`src/rtl/hop_afh_remap_seq_if.sv`:
```
// Request/response and channel-map bundle for the AFH remap engine.
// The master side issues hop requests and map updates; the slave side is the engine.
interface hop_afh_remap_seq_if #(
  parameter int NCH = 79,
  parameter int CHW = 7
);
  logic           start_p;
  logic           abort_p;
  logic [CHW-1:0] fk_in;
  logic [CHW-1:0] remap_idx;
  logic           afh_en;
  logic [NCH-1:0] chmap;
  logic           map_upd_p;
  logic           busy;
  logic           done_p;
  logic [CHW-1:0] fk_out;
  logic           remapped;
  logic           err;
  logic [CHW-1:0] used_n;

  modport master (
    output start_p, abort_p, fk_in, remap_idx, afh_en, chmap, map_upd_p,
    input  busy, done_p, fk_out, remapped, err, used_n
  );

  modport slave (
    input  start_p, abort_p, fk_in, remap_idx, afh_en, chmap, map_upd_p,
    output busy, done_p, fk_out, remapped, err, used_n
  );
endinterface

```
`src/rtl/hop_afh_remap_seq.sv`:
```
// AFH channel remapping: resolves an unmapped hop channel against a double-buffered
// channel map, scanning SCAN_W channels per cycle to find the (idx+1)-th used channel.
//
// state | meaning
// IDLE  | waiting for start_p; pending map may be promoted to the active map
// CHECK | range check, direct-hit check, remap index validity check
// SCAN  | walk the active map SCAN_W channels per cycle counting used channels
// DONE  | one-cycle done_p strobe, results already registered
module hop_afh_remap_seq #(
  parameter int NCH    = 79,
  parameter int CHW    = 7,
  parameter int SCAN_W = 1
) (
  input  logic             clk_6M,
  input  logic             rstz,
  hop_afh_remap_seq_if.slave bus
);

  localparam int MAPX = (1 << CHW) + SCAN_W;

  typedef enum logic [1:0] {IDLE, CHECK, SCAN, DONE} state_t;
  state_t state, state_nxt;

  logic [NCH-1:0]    act_map, pend_map;
  logic              pend_vld, xfer;
  logic [CHW-1:0]    fk_l, idx_l, cnt, base, used_n_r, pop_act;
  logic              afh_en_l;
  logic [CHW-1:0]    fk_out_r;
  logic              remapped_r, err_r;
  logic [MAPX-1:0]   map_ext;
  logic [SCAN_W-1:0] grp;
  logic              map_bit, chk_bad, chk_direct, chk_noidx;
  logic              hit, scan_end;
  logic [CHW-1:0]    hit_ch, run;

  // Zero-extended map so out-of-range channels read as unused.
  assign map_ext    = MAPX'(act_map);
  assign map_bit    = |(map_ext & (MAPX'(1) << fk_l));
  assign chk_bad    = {1'b0, fk_l} >= (CHW+1)'(NCH);
  assign chk_direct = !afh_en_l || map_bit;
  assign chk_noidx  = (used_n_r == '0) || (idx_l >= used_n_r);
  assign scan_end   = ({1'b0, base} + (CHW+1)'(SCAN_W)) >= (CHW+1)'(NCH);
  assign xfer       = (state == IDLE) && pend_vld && !bus.start_p;

  always_comb begin
    for (int k = 0; k < SCAN_W; k++)
      grp[k] = |(map_ext & (MAPX'(1) << (base + CHW'(k))));
  end

  // run is the used-channel count before each group member; hit when it equals idx.
  always_comb begin
    hit    = 1'b0;
    hit_ch = '0;
    run    = cnt;
    for (int k = 0; k < SCAN_W; k++) begin
      if (grp[k] && !hit) begin
        if (run == idx_l) begin
          hit    = 1'b1;
          hit_ch = base + CHW'(k);
        end
        run = run + CHW'(1);
      end
    end
  end

  always_comb begin
    pop_act = '0;
    for (int i = 0; i < NCH; i++)
      pop_act = pop_act + CHW'(act_map[i]);
  end

  always_ff @(posedge clk_6M or negedge rstz) begin
    if (!rstz) state <= IDLE;
    else       state <= state_nxt;
  end

  always_comb begin
    state_nxt = state;
    if (bus.abort_p) begin
      state_nxt = IDLE;
    end else begin
      case (state)
        IDLE:    if (bus.start_p) state_nxt = CHECK;
        CHECK:   state_nxt = (chk_bad || chk_direct || chk_noidx) ? DONE : SCAN;
        SCAN:    if (hit || scan_end) state_nxt = DONE;
        DONE:    state_nxt = IDLE;
        default: state_nxt = IDLE;
      endcase
    end
  end

  always_comb begin
    bus.busy   = (state != IDLE);
    bus.done_p = (state == DONE) && !bus.abort_p;
  end

  always_ff @(posedge clk_6M or negedge rstz) begin
    if (!rstz) begin
      act_map  <= '1;
      pend_map <= '0;
      pend_vld <= 1'b0;
      used_n_r <= CHW'(NCH);
    end else begin
      used_n_r <= pop_act;
      if (xfer) act_map <= pend_map;
      if (bus.map_upd_p) begin
        pend_map <= bus.chmap;
        pend_vld <= 1'b1;
      end else if (xfer) begin
        pend_vld <= 1'b0;
      end
    end
  end

  always_ff @(posedge clk_6M or negedge rstz) begin
    if (!rstz) begin
      fk_l       <= '0;
      idx_l      <= '0;
      afh_en_l   <= 1'b0;
      cnt        <= '0;
      base       <= '0;
      fk_out_r   <= '0;
      remapped_r <= 1'b0;
      err_r      <= 1'b0;
    end else if (!bus.abort_p) begin
      case (state)
        IDLE: begin
          if (bus.start_p) begin
            fk_l     <= bus.fk_in;
            idx_l    <= bus.remap_idx;
            afh_en_l <= bus.afh_en;
          end
        end
        CHECK: begin
          if (chk_bad || (!chk_direct && chk_noidx)) begin
            fk_out_r   <= fk_l;
            remapped_r <= 1'b0;
            err_r      <= 1'b1;
          end else if (chk_direct) begin
            fk_out_r   <= fk_l;
            remapped_r <= 1'b0;
            err_r      <= 1'b0;
          end else begin
            base <= '0;
            cnt  <= '0;
          end
        end
        SCAN: begin
          if (hit) begin
            fk_out_r   <= hit_ch;
            remapped_r <= 1'b1;
            err_r      <= 1'b0;
          end else if (scan_end) begin
            fk_out_r   <= fk_l;
            remapped_r <= 1'b0;
            err_r      <= 1'b1;
          end else begin
            cnt  <= run;
            base <= base + CHW'(SCAN_W);
          end
        end
        default: ;
      endcase
    end
  end

  assign bus.fk_out   = fk_out_r;
  assign bus.remapped = remapped_r;
  assign bus.err      = err_r;
  assign bus.used_n   = used_n_r;

endmodule

```
`src/flat_wrapper.sv`:
```
// flat-port wrapper written by rule: the top's interface ports become plain ports
module hop_afh_remap_seq_flat 
#(
  parameter int NCH    = 79,
  parameter int CHW    = 7,
  parameter int SCAN_W = 1
)
  (clk_6M, rstz, bus_start_p, bus_abort_p, bus_fk_in, bus_remap_idx, bus_afh_en, bus_chmap, bus_map_upd_p, bus_busy, bus_done_p, bus_fk_out, bus_remapped, bus_err, bus_used_n);
  hop_afh_remap_seq_if #(.NCH(NCH), .CHW(CHW)) bus_i ();
  input  logic clk_6M;
  input  logic rstz;
  input wire logic [$bits(bus_i.start_p)-1:0] bus_start_p;
  input wire logic [$bits(bus_i.abort_p)-1:0] bus_abort_p;
  input wire logic [$bits(bus_i.fk_in)-1:0] bus_fk_in;
  input wire logic [$bits(bus_i.remap_idx)-1:0] bus_remap_idx;
  input wire logic [$bits(bus_i.afh_en)-1:0] bus_afh_en;
  input wire logic [$bits(bus_i.chmap)-1:0] bus_chmap;
  input wire logic [$bits(bus_i.map_upd_p)-1:0] bus_map_upd_p;
  output wire logic [$bits(bus_i.busy)-1:0] bus_busy;
  output wire logic [$bits(bus_i.done_p)-1:0] bus_done_p;
  output wire logic [$bits(bus_i.fk_out)-1:0] bus_fk_out;
  output wire logic [$bits(bus_i.remapped)-1:0] bus_remapped;
  output wire logic [$bits(bus_i.err)-1:0] bus_err;
  output wire logic [$bits(bus_i.used_n)-1:0] bus_used_n;
  assign bus_i.start_p = bus_start_p;
  assign bus_i.abort_p = bus_abort_p;
  assign bus_i.fk_in = bus_fk_in;
  assign bus_i.remap_idx = bus_remap_idx;
  assign bus_i.afh_en = bus_afh_en;
  assign bus_i.chmap = bus_chmap;
  assign bus_i.map_upd_p = bus_map_upd_p;
  assign bus_busy = bus_i.busy;
  assign bus_done_p = bus_i.done_p;
  assign bus_fk_out = bus_i.fk_out;
  assign bus_remapped = bus_i.remapped;
  assign bus_err = bus_i.err;
  assign bus_used_n = bus_i.used_n;
  hop_afh_remap_seq #(.NCH(NCH), .CHW(CHW), .SCAN_W(SCAN_W)) u_core (.clk_6M(clk_6M), .rstz(rstz), .bus(bus_i));
endmodule
```
`config.mk`:
```
export PLATFORM = sky130hd
export DESIGN_NAME = hop_afh_remap_seq_flat
export DESIGN_NICKNAME = d
export VERILOG_FILES = /design/src/rtl/hop_afh_remap_seq_if.sv /design/src/rtl/hop_afh_remap_seq.sv /design/src/flat_wrapper.sv
export SDC_FILE = /design/constraint.sdc
export NUM_CORES = 1
export LEC_CHECK = 0
export BUFFER_PORTS_ARGS = -buffer_cell sky130_fd_sc_hd__buf_4
export CAP_MARGIN = 20
export CORE_AREA = 2 2 162 164
export DETAILED_ROUTE_END_ITERATION = 10
export DIE_AREA = 0 0 164 166
export PLACE_DENSITY = 0.68
export SLEW_MARGIN = 30
export SYNTH_ARGS = -nofsm -noshare
export SYNTH_HDL_FRONTEND = slang
export SYNTH_SLANG_ARGS = --single-unit
```
`constraint.sdc`:
```
create_clock -name clk_6M -period 8.09 [get_ports clk_6M]
set_clock_uncertainty 0.05 [all_clocks]
set_input_delay 1.618 -clock clk_6M [delete_from_list [all_inputs] [get_ports clk_6M]]
set_output_delay 1.618 -clock clk_6M [all_outputs]
set_load 0.05 [all_outputs]
```
### Yosys cells after proc, flatten, opt, wreduce, memory -nomap -nowiden

Cells that the tools add are included.

| word-level totals | value |
|---|---|
| output and inout bits | 18 |
| logic and storage cells | 175 |
| memory bits (read-only) | 0 |
| latch bits | 0 |
| bits of input ports | 99 |
| memories | 0 |
| register bits | 206 |
| memory bits (writable) | 0 |

| cells by class | value |
|---|---|
| add/subtract/negate cells | 81 |
| div/mod/pow operators | 0 |
| bitwise logic cells | 3 |
| equal/unequal tests | 13 |
| multipliers | 0 |
| shift-type cells | 2 |
| $lt $le $gt $ge | 3 |
| muxes and demuxes | 34 |
| reductions and logical operators | 26 |

Operators with widths:

| kind | count |
|---|---|
| 7-bit by 1-bit adder with 7-bit output | 77 |
| 79-bit by 129-bit AND with 129-bit output | 2 |
| 129-bit OR reduction | 2 |
| 1-bit by 7-bit left shift with 129-bit output (first input constant) | 2 |
| 7-bit two-way mux | 13 |
| 7-bit case mux with 2 select lines | 3 |
| 7-bit by 1-bit adder with 7-bit output (second input constant) | 2 |
| 1-bit two-way mux | 12 |
| 7-bit by 1-bit adder with 8-bit output (second input constant) | 1 |
| 8-bit by 7-bit greater-or-equal comparator with 1-bit output (second input constant) | 1 |
| 2-bit != test (second input constant) | 4 |
| 2-bit case mux with 4 select lines | 1 |
| 7-bit equality test | 1 |
| 7-bit greater-or-equal comparator | 1 |
| 7-bit greater-or-equal comparator (second input constant) | 1 |
| 7-bit zero test | 1 |
| 7-bit AND reduction | 1 |
| 1-bit logical OR | 6 |
| 2-bit two-way mux | 3 |
| 3-bit by 1-bit != test with 1-bit output (second input constant) | 2 |
| 6-bit AND reduction | 1 |
| 2-bit nonzero test | 3 |
| 2-bit equality test (second input constant) | 2 |
| 1-bit logical AND | 4 |
| other kinds (12) | 16 |

### Depth between registers and ports, before layout

Gate-level depths: netlist (run 1).

| depth | value |
|---|---|
| depth after elaboration | 78 |
| depth in mapped cells | 22 |
| depth with buffers taken out | 22 |

### Worst setup path before layout (run 1)

Ideal clock, no wire load.

| timing | value |
|---|---|
| kind | register to register |
| start | register u_core.act_map[36] |
| end | register u_core.used_n_r[6], in the netlist u_core.bus.used_n[6] |
| slack | 2.240 ns |
| path buffers | 0 |
| setup time | 0.059 ns |
| arrival time | 5.741 ns |
| stages on the path, launching flop included | 23 |
| path through | dfstp_2 -> inv_1 -> fa_1 -> inv_1 -> fa_1 -> inv_1 -> fa_1 -> inv_1 -> fa_1 -> inv_1 -> fa_1 -> fa_1 -> fa_1 -> fa_1 -> inv_1 -> ha_1 -> inv_1 -> fa_1 -> inv_1 -> a21oi_1 -> o21bai_1 -> a21o_1 -> a21o_1 |

| on the way | value |
|---|---|
| longest elaborated chain between the ends | 43 |

Ends and longest elaborated chain:

| item | RTL line | source |
|---|---|---|
| start, declared | hop_afh_remap_seq.sv:24 | `logic [NCH-1:0] act_map, pend_map;` |
| start signal, assigned | hop_afh_remap_seq.sv:105 | `if (xfer) act_map <= pend_map;` |
| 7-bit by 1-bit adder with 7-bit output (43 in series) | hop_afh_remap_seq.sv:69 | `pop_act = pop_act + CHW'(act_map[i]);` |
| net u_core.pop_act[6] | hop_afh_remap_seq.sv:26 | `logic [CHW-1:0] fk_l, idx_l, cnt, base, used_n_r, pop_act;` |
| end signal, assigned | hop_afh_remap_seq.sv:102 | `used_n_r <= CHW'(NCH);` |
| end signal, assigned | hop_afh_remap_seq.sv:104 | `used_n_r <= pop_act;` |
| end, declared | hop_afh_remap_seq.sv:26 |  |

The timed path passes the listed nets, and every way through them passes these cells.
A chain may end at the register's enable or synchronous reset.

### Worst setup path after layout (run 1)

Same ends and word-level chain as after synthesis.

==> impl.org, run 1 <==
** Clock tree
- In this run, post-CTS hold repair placed 0 buffers.
- CTS Buf Count :: 23
- Clock tree from TritonCTS :: done
- Latest clock arrival within the worst-skew pair :: 510 ps
- Counting every sink on the clock net gives 206.
- CTS resizes :: 0
- CTS H-tree depth :: 1
- Root Buffer :: clkbuf_16
- After clock tree synthesis, the clock-pin slew on the worst setup and hold paths is 60 ps.
- Post-CTS Setup Repair Bufs :: 0
- Maximum count of clock buffers along a single path :: 3

** Placed design
- Count of input and output buffers :: 116
- RePlAce Congestion :: 0.9239
- Placed insts :: 1451
- HPWL Detailed :: 22000 um

** Routing
- Via-to-Cell Ratio :: 5.711
- In the routed design, unresolved DRC markers number 0.
- For this block, the initial DRC count from the detailed router was 736.
- Overall routed net length :: 30420 um
- For this block, the via count after detailed routing is 8521.
- The detail route stage leaves a number of antenna-violating nets equal to 0.
- The first TritonRoute pass finished after 5 iterations.
- Average wire per standard cell :: 20.39 um

** Logic synthesis
- Arithmetic-cell share of the synthesized area counting full adders, half adders and majority gates :: 14.40%
- Post-synthesis mux area share :: 19.49%
- Syn Area/Cell :: 11.96 um2
- Yosys mapped a number of flops with a built-in enable equal to 0.
- Of the total synthesized cell area, the portion taken by AND, OR, NAND and NOR gates is 7.853%.
- Number of synthesis warnings :: 0
- Leading cell types by count after synthesis :: mux2_2 (191), inv_1 (142), dfrtp_1 (122)
- In this run the biggest area consumer among cell types represents 24.44% of the synthesized area.
- In the synthesized netlist the dominant register cell turns out to be dfrtp_1.
- In this run, synthesis produced a sequential element count of 206.
- Summing the areas of all xor and xnor instances in the mapped netlist gives 0.8414% of the synthesized area.
- Biggest area consumer among synthesized cells :: dfrtp_1
- After synthesis, the netlist uses 84 different library cells.
- The share of the Yosys chip area taken by registers is 42.11%.
- Sorting the synthesized cells by area gives the leading types as dfrtp_1 (24%), dfstp_2 (18%), mux2_2 (17%), fa_1 (11%), inv_1 (4.3%).
- The synthesized netlist occupies a cell area of 12490 um2.
- Area fraction in compound gates after synthesis :: 8.805%
- Post-synthesis net count :: 1246
- Async set-or-reset flop fraction in the synthesized netlist :: 100.0%
- Leading cell type by number of instances after synthesis :: mux2_2
- Largest family of logic cells by synthesized area :: multiplexers
- Counting every instance in the synthesized netlist gives 1044.

** Cells and area
- Summing all multi-input logic gate instances after layout gives 6420 um2.
- Flip-flop and latch area :: 5260 um2
- Fill count :: 2167
- At the end of the flow, the number of nets in the layout was 1343.
- Final non-filler cell total :: 1492
- Cells with a size suffix above 1 make up 39.76% of the layout.
- From synthesis to final layout, the design area changed by 15.57%.
- The number of antenna diodes in the final layout is 0.

** Global routing
- Largest net degree at the start of global routing :: 80
- Global routing finished with a remaining overflow of 0.
- The via count of the first global-routing pass was 8537.
- In the global route stage, overall resource usage came out at 22.66%.
- The number of antenna violations at the first check in global routing came to 0.
- Global-route wire length before repair :: 48060 um

** Timing
- For this run, the top clock speed supported by timing is 163.6 MHz.
- Setup violations remaining at the end of the flow were counted as 0.
- Slew of the pin with the lowest slew margin :: 1061 ps
- Final number of max-transition violations :: 0
- Measured against its own limit, the worst slew margin works out to 28.31%.
- The worst path uses 75.55% of the clock period.
- Final critical delay including setup and external delays :: 6112 ps
- Adding up every negative setup slack in the final design gives 0 ps.
- The hold violation count in the final report was 0.
- RSZ-0062 raised after global routing :: false

** Die
- The die is 164 um wide.
- DIE HEIGHT :: 166 um
- The die covers 27220 um2.
- Starting density of the core :: 48.76%
- # rows :: 59
- Placeable core region :: 25620 um2
- Pin placement for this block handled 117 I/O pins.

** Hold path
- The min-delay analysis places its worst path in the category reg -> reg.
- Along the worst hold path, the cell count comes to 1.

** Critical path
- STA classifies the critical path endpoint as a flop.
- Counting cells, the worst reg-to-reg path comes to 22.
- Kind of launch point of the worst setup path :: flop
- Type of the worst setup path :: reg -> reg
- Critical path peak fanout :: 4
- Arrival @ worst endpoint :: 6520 ps
- Data on the critical path is required at its endpoint by 8490 ps.

** Status
- The run finished with clean final reports.

** Flow run
- The tool flagged a number of max-cap violations equal to 0.
per-stage QoR:
step	hold slack [ps]	cell area [um2]	setup WS, ps	utilization [%]
3_3_place_gp	409.0	13600	2068	53.09
3_5_place_dp	425.7	13600	1955	53.10
5_1_grt	463.6	14440	1730	56.35
4_1_cts	440.2	14440	1956	56.35
6_report	436.4	14440	1978	56.35
2_1_floorplan	399.9	12490	2240	-
registers in the layout (all words and copies together) (netlist names):
signal,flops
u_core.pend_vld,1
u_core.idx_l,7
u_core.act_map,79
u_core.pend_map,79
u_core.state,2
u_core.bus.used_n,7
u_core.bus.err,1
u_core.afh_en_l,1
u_core.fk_l,7
u_core.cnt,7
u_core.base,7
u_core.bus.fk_out,7
u_core.bus.remapped,1
logic make-up after synthesis:
kind of cell / Yosys count
compound gates: 142
xor+xnor: 12
fa+ha+maj: 103
buf+inv: 198
flops: 206
mux: 219
simple gates: 164
final cells by class:
| class | instances | area share [%] |
|---|---|---|
| multi-input cells | 640 | 44.47 |
| flip-flops and latches | 206 | 36.44 |
| repair buffers | 128 | 6.726 |
| clock buffers | 34 | 4.828 |
| inverters | 142 | 3.692 |
| well taps | 335 | 2.904 |
| clock inverters | 7 | 0.9361 |
path summary, 6_finish.rpt:
path,startpoint,to,slack [ps]
setup / recovery,u_core.act_map[36],u_core.bus.used_n[6],1980
hold / removal,u_core.pend_vld,u_core.pend_vld,440
setup reg to reg,u_core.act_map[36],u_core.bus.used_n[6],1980
hold reg to reg,u_core.pend_vld,u_core.pend_vld,440
max in group asynchronous,rstz,u_core.pend_map[49],5620
min in group asynchronous,rstz,u_core.idx_l[1],1070
worst max-delay path, cell delays in order (launching register included):
cell and delay, ps:
dfstp_2 550, inv_1 60, fa_1 540, inv_1 50, fa_1 470, inv_1 50, fa_1 500, inv_1 50
fa_1 470, inv_1 50, fa_1 520, fa_1 450, fa_1 510, fa_1 410, inv_1 60, ha_1 160
inv_1 60, fa_1 460, inv_1 70, a21oi_1 60, o21bai_1 190, a21o_1 140, a21o_1 120
cells in the final DEF, fill, tap and decap left out, drive strengths merged, types with 7 or more instances in the layout:
master    n
nor4      9
inv     142
xnor2     7
nor3     11
buf     127
nand4     7
dfstp    84
ha       35
nand2b   12
mux2i    25
dfrtp   122
nor2     15
nor2b     8
a21o     10
a21oi    26
nand2    36
nand3b   10
nand3    18
clkbuf   35
o21ai    10
mux2    194
fa       68
o22ai     9
layer usage:
layer  wire, um  up-vias  global-route usage (%)
met5          0        -                       0
li1           -     3842                       -
met3       2105       86                   4.471
met4       1075        0                   7.513
met2      14230      321                   35.75
met1      13010     4272                   31.48
Power of run 1 is not shown: default switching activity piles up to over one toggle a cycle in this logic, so the estimate is an artifact.
==> run 2, diff against run 1 <==
Clock period 8.09 ns to 6.4 ns, I/O delays scaled along.
==> impl.org, run 2 (synthesis gave the netlist of run 1 again) <==
** Routing
- The count of unresolved DRC violations after routing is 0 (unchanged).
- Via-to-Cell Ratio :: 5.743 (was 5.711)
- DR WL met2 :: 14280 um (was 14230 um)
- The routed length on met1 is 12760 um (was 13010 um).
- The number of iterations in the first detailed-routing pass is 5 (unchanged).
- The detail-routed net length per standard cell was 20.39 um (about the same).
- The number of nets with antenna violations after routing came to 0 (unchanged).
- The via count of the routed design came to 8592 (was 8521).
- Top Metal Used :: met4 (unchanged)
- The initial detailed-routing violation count was 987 (was 736).
- The detailed-routed wire length on met3 came to 2314 um (was 2105 um).
- Overall routed net length :: 30500 um (was 30420 um)

** Die
- Area enclosed by the die boundary :: 27220 um2 (unchanged)
- DIE WIDTH :: 164 um (unchanged)
- The starting density of the core was 48.76% (unchanged).
- The placeable core area came to 25620 um2 (unchanged).
- The vertical die dimension is 166 um (unchanged).
- The row count came to 59 (unchanged).
- The total I/O pin count is 117 (unchanged).

** Timing
- Summed negative setup slack over all endpoints :: 0 ps (unchanged)
- RSZ-0062 raised after global routing: false (unchanged).
- The highest clock rate was 163.4 MHz (was 163.6 MHz).
- Number of hold violations in the final report :: 0 (unchanged)
- The slew of the pin with the lowest slew margin is 1035 ps (was 1061 ps).
- The clock period minus worst slack was 6119 ps (was 6112 ps).
- Max-slew headroom :: 30.08% (was 28.31%)
- Ratio of final minimum period to clock period :: 95.60% (was 75.55%)
- Count of final setup violators :: 0 (unchanged)
- The final number of max-transition violations is 0 (unchanged).

** Clock tree
- The TritonCTS sink count came to 206 (unchanged).
- Post-CTS Setup Repair Bufs :: 0 (unchanged)
- The clock-pin slew on the worst setup and hold paths came to 60 ps (about the same).
- CTS H-tree depth :: 1 (unchanged)
- CTS resizes :: 0 (unchanged)
- Latest clock arrival within the worst-skew pair :: 530 ps (was 510 ps)
- The TritonCTS buffer count came to 24 (was 23).
- Root Buffer :: clkbuf_16 (unchanged)
- The maximum root-to-sink buffer count is 3 (unchanged).
- The hold buffer count at CTS was 0 (unchanged).
- The clock tree from TritonCTS is done (unchanged).

** Cells and area
- Final layout net count :: 1345 (was 1343)
- The commonest non-fill, non-tap cell in the layout is mux2_2 (unchanged).
- Share of final-layout standard cells stronger than drive strength 1 :: 39.53% (was 39.76%)
- P&R area growth vs syn :: 15.79% (was 15.57%)
- Highest-count cells in the layout ignoring fill and taps: mux2_2 (191), inv_1 (142), buf_4 (126) (unchanged).
- The multi-input logic area came to 6420 um2 (unchanged).
- Flip-flop and latch area :: 5260 um2 (unchanged)
- Biggest regs :: u_core.act_map (79), u_core.pend_map (79) (unchanged)
- N_diodes :: 0 (unchanged)
- The number of fillers in the final layout came to 2137 (was 2167).

** Global routing
- The global-route wire length before repair came to 48730 um (was 48060 um).
- Vias in the first global route :: 8755 (was 8537)
- The pin count of the biggest net entering global routing came to 113 (was 80).
- The global-route total usage across every layer is 22.85% (was 22.66%).
- Grt total ovfl :: 0 (unchanged)
- Initial antenna violation count :: 0 (unchanged)

** Placed design
- The placer congestion estimate was 0.9587 (was 0.9239).
- HPWL Detailed :: 22430 um (was 22000 um)
- Count of input and output buffers :: 116 (unchanged)

** Critical path
- The element type at the critical path end is a flop (unchanged).
- The data arrival at the endpoint of the critical path is 6520 ps (about the same).
- The most used cell along the critical path is fa_1 (unchanged).
- Cells along the critical path :: inv_1, fa_1, inv_1, fa_1, inv_1, fa_1, inv_1, fa_1, inv_1, fa_1, fa_1, fa_1, fa_1, inv_1, ha_1, inv_1, fa_1, inv_1, a21oi_1, o21bai_1, a21o_1, a21o_1 (unchanged)
- The worst path required time came to 6810 ps (was 8490 ps).
- Kind of launch point of the worst setup path :: flop (unchanged)
- Critical path peak fanout :: 4 (unchanged)
- Max incr delay on CP :: 540 ps (was 550 ps)
- Type of the worst setup path :: reg -> reg (unchanged)
- The library cell contributing the largest single delay on the critical path is dfstp_2 (unchanged).

** Flow run
- The max-capacitance violation count came to 0 (unchanged).

** Status
- Outcome :: finished clean (unchanged)

** Hold path
- The class of the tightest hold or removal check is reg -> reg (unchanged).
==> run 2: final timing paths <==
check	startpoint	endpoint	slack (ps)	cells past startpoint
max	u_core.act_map[36]	u_core.bus.used_n[6]	280	22
min	u_core.pend_vld	u_core.pend_vld	430	1
max reg2reg	u_core.act_map[36]	u_core.bus.used_n[6]	280	22
min reg2reg	u_core.pend_vld	u_core.pend_vld	430	1
max in group asynchronous	rstz	u_core.pend_map[38]	4520	2
min in group asynchronous	rstz	u_core.idx_l[1]	770	1
==> run 2: worst max-delay path, delay by kind of cell (launching register included) <==
family          cells  cell delay (ps)
buf+inv             8              460
flops               1              540
fa+ha+maj          10             4500
compound gates      4              490
==> run 2: layout make-up <==
class,instances,share of cell area [%]
clock buffer,34,4.628
clock inverter,10,1.064
inverter,142,3.685
multi-input combinational,640,44.39
sequential,206,36.37
tap,335,2.898
timing repair buffer,129,6.964
==> run 2: layer usage <==
metal,GRT usage [%],vias up
met5,0,-
li1,-,3849
met2,36.50,397
met4,7.628,0
met1,31.59,4271
met3,4.071,75
==> run 2: stage by stage <==
step           cells  worst slack, ps  instance area [um2]  utilization, %  hold slack, ps
6_report        1496            281.5                14460           56.46           427.3
5_1_grt         1496            57.70                14460           56.46           463.9
4_1_cts         1496            275.5                14460           56.46           433.8
3_5_place_dp    1452            315.0                13640           53.25           421.1
3_3_place_gp    1451            371.5                13610           53.14           408.3
2_1_floorplan   1044            550.0                12490               -           399.9
Power of run 2 is left out for the same reason.
==> run 3, diff against run 2 <==
Settings changed: CORE_AREA 2 2 162 164 to 2 2 227 117, DIE_AREA 0 0 164 166 to 0 0 229 119, PLACE_DENSITY 0.68 to 0.69.
==> impl.org, run 3 (synthesis gave the netlist of run 1 again) <==
** Global routing
- The total grt overflow came to 0 (unchanged).
- The number of antenna violations at the first check in global routing came to 0 (unchanged).
- Top Usage Layer GRT :: met1 (was met2)
- The global-route wire length before repair was 51200 um (was 48730 um).
- GRT Overall Usage :: 24.38% (was 22.85%)
- GR met2 Demand/Resource :: 33.56% (was 36.50%)
- The via count of the first global-routing pass was 8617 (was 8755).
- The routing usage on met1 was 37.65% (was 31.59%).
- The pin count of the biggest net entering global routing is 127 (was 113).
- The global routing usage on met3 came to 7.974% (was 4.071%).

** Critical path
- The end of the worst register-to-register path is u_core.bus.used_n[4] (was u_core.bus.used_n[6]).
- The biggest fanout along the worst timing path came to 4 (unchanged).
- Kind of launch point of the worst setup path :: flop (unchanged)
- The reg-to-reg setup timing slack was 210 ps (was 280 ps).
- WP data required :: 6790 ps (was 6810 ps)
- Depth of the worst register-to-register path :: 22 (unchanged)
- The origin of the critical flop-to-flop path is u_core.act_map[48] (was u_core.act_map[36]).
- The element type at the critical path end is a flop (unchanged).
- Arrival @ worst endpoint :: 6570 ps (was 6520 ps)
- Type of the worst setup path :: reg -> reg (unchanged)

** Timing
- Final number of max-transition violations :: 0 (unchanged)
- The hold violation count in the final report is 0 (unchanged).
- Hold Slack :: 439.1 ps (was 427.3 ps)
- Count of final setup violators :: 0 (unchanged)
- Slew of the pin with the lowest slew margin :: 950.5 ps (was 1035 ps)
- Ratio of final minimum period to clock period :: 96.68% (was 95.60%)
- Max-slew headroom :: 36.44% (was 30.08%)
- Highest clock rate :: 161.6 MHz (was 163.4 MHz)
- Final critical delay including setup and external delays :: 6187 ps (was 6119 ps)

** Routing
- Overall routed net length :: 32250 um (was 30500 um)
- Detailed-route DRC error count :: 0 (unchanged)
- Vias post-DR :: 8510 (was 8592)
- Count of nets left with antenna violations after detail routing :: 0 (unchanged)
- The mean number of vias per cell came to 5.654 (was 5.743).
- Length of the first detailed-routing pass in iterations :: 6 (was 5)
- The detail-routed net length per standard cell was 21.43 um (was 20.39 um).
- The initial detailed-routing violation count was 711 (was 987).

** Cells and area
- Biggest regs: u_core.act_map (79), u_core.pend_map (79) (unchanged).
- Final layout net count :: 1342 (was 1345)
- The commonest non-fill, non-tap cell in the layout is mux2_2 (unchanged).
- Highest-count cells in the layout ignoring fill and taps :: mux2_2 (191), inv_1 (140), buf_4 (128) (was mux2_2 (191), inv_1 (142), buf_4 (126))
- N_diodes :: 0 (unchanged)
- The fraction of layout cells with a size suffix above 1 is 39.90% (was 39.53%).
- The area overhead of the layout relative to synthesis is 14.40% (was 15.79%).

** Die
- The total I/O pin count came to 117 (unchanged).
- The vertical die dimension is 119 um (was 166 um).
- The row count came to 42 (was 59).
- The area enclosed by the die boundary is 27250 um2 (was 27220 um2).
- The die width is 229 um (was 164 um).
- Starting density of the core :: 48.71% (was 48.76%)
- Placeable core region :: 25640 um2 (was 25620 um2)

** Clock tree
- Clock sinks :: 206 (unchanged)
- CTS Buf Count :: 19 (was 24)
- The clock-pin slew on the worst setup and hold paths came to 70 ps (was 60 ps).
- The hold buffer count at CTS was 0 (unchanged).
- The maximum root-to-sink buffer count is 3 (unchanged).
- CTS H-tree depth :: 1 (unchanged)
- The insertion delay of the later-clocked pin in the worst-skew pair came to 520 ps (was 530 ps).
- Root Buffer :: clkbuf_16 (unchanged)
- The clock tree from TritonCTS is done (unchanged).

** Placed design
- The placer congestion estimate came to 0.9879 (was 0.9587).
- The count of port buffers added during placement was 116 (unchanged).
- The final HPWL from detailed placement was 24220 um (was 22430 um).

** Hold path
- The worst hold path cell count came to 1 (unchanged).
- The endpoint with the worst hold slack is u_core.pend_vld (unchanged).
- The launch point of the worst hold path was u_core.pend_vld (unchanged).
- Class of the tightest hold or removal check :: reg -> reg (unchanged)

** Status
- Outcome :: finished clean (unchanged)

** Flow run
- Max-cap check violation count :: 0 (unchanged)
run 3: final cells by class:
type                            instances  area, um2
Sequential cell                       206       5260
Tap cell                              352      440.4
Inverter                              142      533.0
Fill cell                            2193      11350
Multi-Input combinational cell        640       6425
Timing Repair Buffer                  131       1006
Clock buffer                           27      555.5
Clock inverter                          7      70.07
run 3: how the worst max path moves through the flow:
stage | cells after the start | end | start | slack [ps]
2_1_floorplan | 22 | u_core.bus.used_n[6] | u_core.act_map[36] | 550
3_3_place_gp | 22 | u_core.bus.used_n[6] | u_core.act_map[36] | 300
3_5_place_dp | 22 | u_core.bus.used_n[6] | u_core.act_map[36] | 210
4_1_cts | 22 | u_core.bus.used_n[6] | u_core.act_map[48] | 220
5_1_grt | 22 | u_core.bus.used_n[4] | u_core.act_map[48] | -20
6_report | 22 | u_core.bus.used_n[4] | u_core.act_map[48] | 210
run 3: metrics by stage:
stage | area [um2] | setup TNS (ps) | utilization (%) | instances | setup WS, ps
5_1_grt | 14290 | -24.66 | 55.72 | 1505 | -24.66
3_3_place_gp | 13630 | 0 | 53.13 | 1467 | 303.7
6_report | 14290 | 0 | 55.72 | 1505 | 212.7
4_1_cts | 14250 | 0 | 55.57 | 1501 | 218.7
3_5_place_dp | 13630 | 0 | 53.13 | 1467 | 212.4
2_1_floorplan | 12490 | 0 | - | 1044 | 550.0
run 3: critical path, cell delays in order (launching register included):
cell	delay, ps
dfstp_2	550
inv_1	60
fa_1	550
inv_2	40
fa_1	470
inv_1	50
fa_1	480
fa_1	550
inv_1	60
fa_1	500
inv_2	40
fa_1	530
fa_1	550
fa_1	410
inv_1	70
ha_2	170
inv_1	50
fa_2	330
inv_1	60
a21oi_1	60
o21bai_1	190
buf_4	140
xor2_1	130
run 3: per-layer routing:
layer  part of all wire (%)  vias up
li1                       -     3847
met1                     49     4318
met2                     40      314
met3                     10       31
met4                    1.3        0
met5                      0        -
run 3: timing repair:
| action | 4_1_cts | 5_1_grt |
|---|---|---|
| gates resized for setup | 0 | 4 |
| buffers inserted | 0 | 4 |
| endpoints found under the setup margin | 0 | 2 |
Power of run 3 is left out for the same reason.
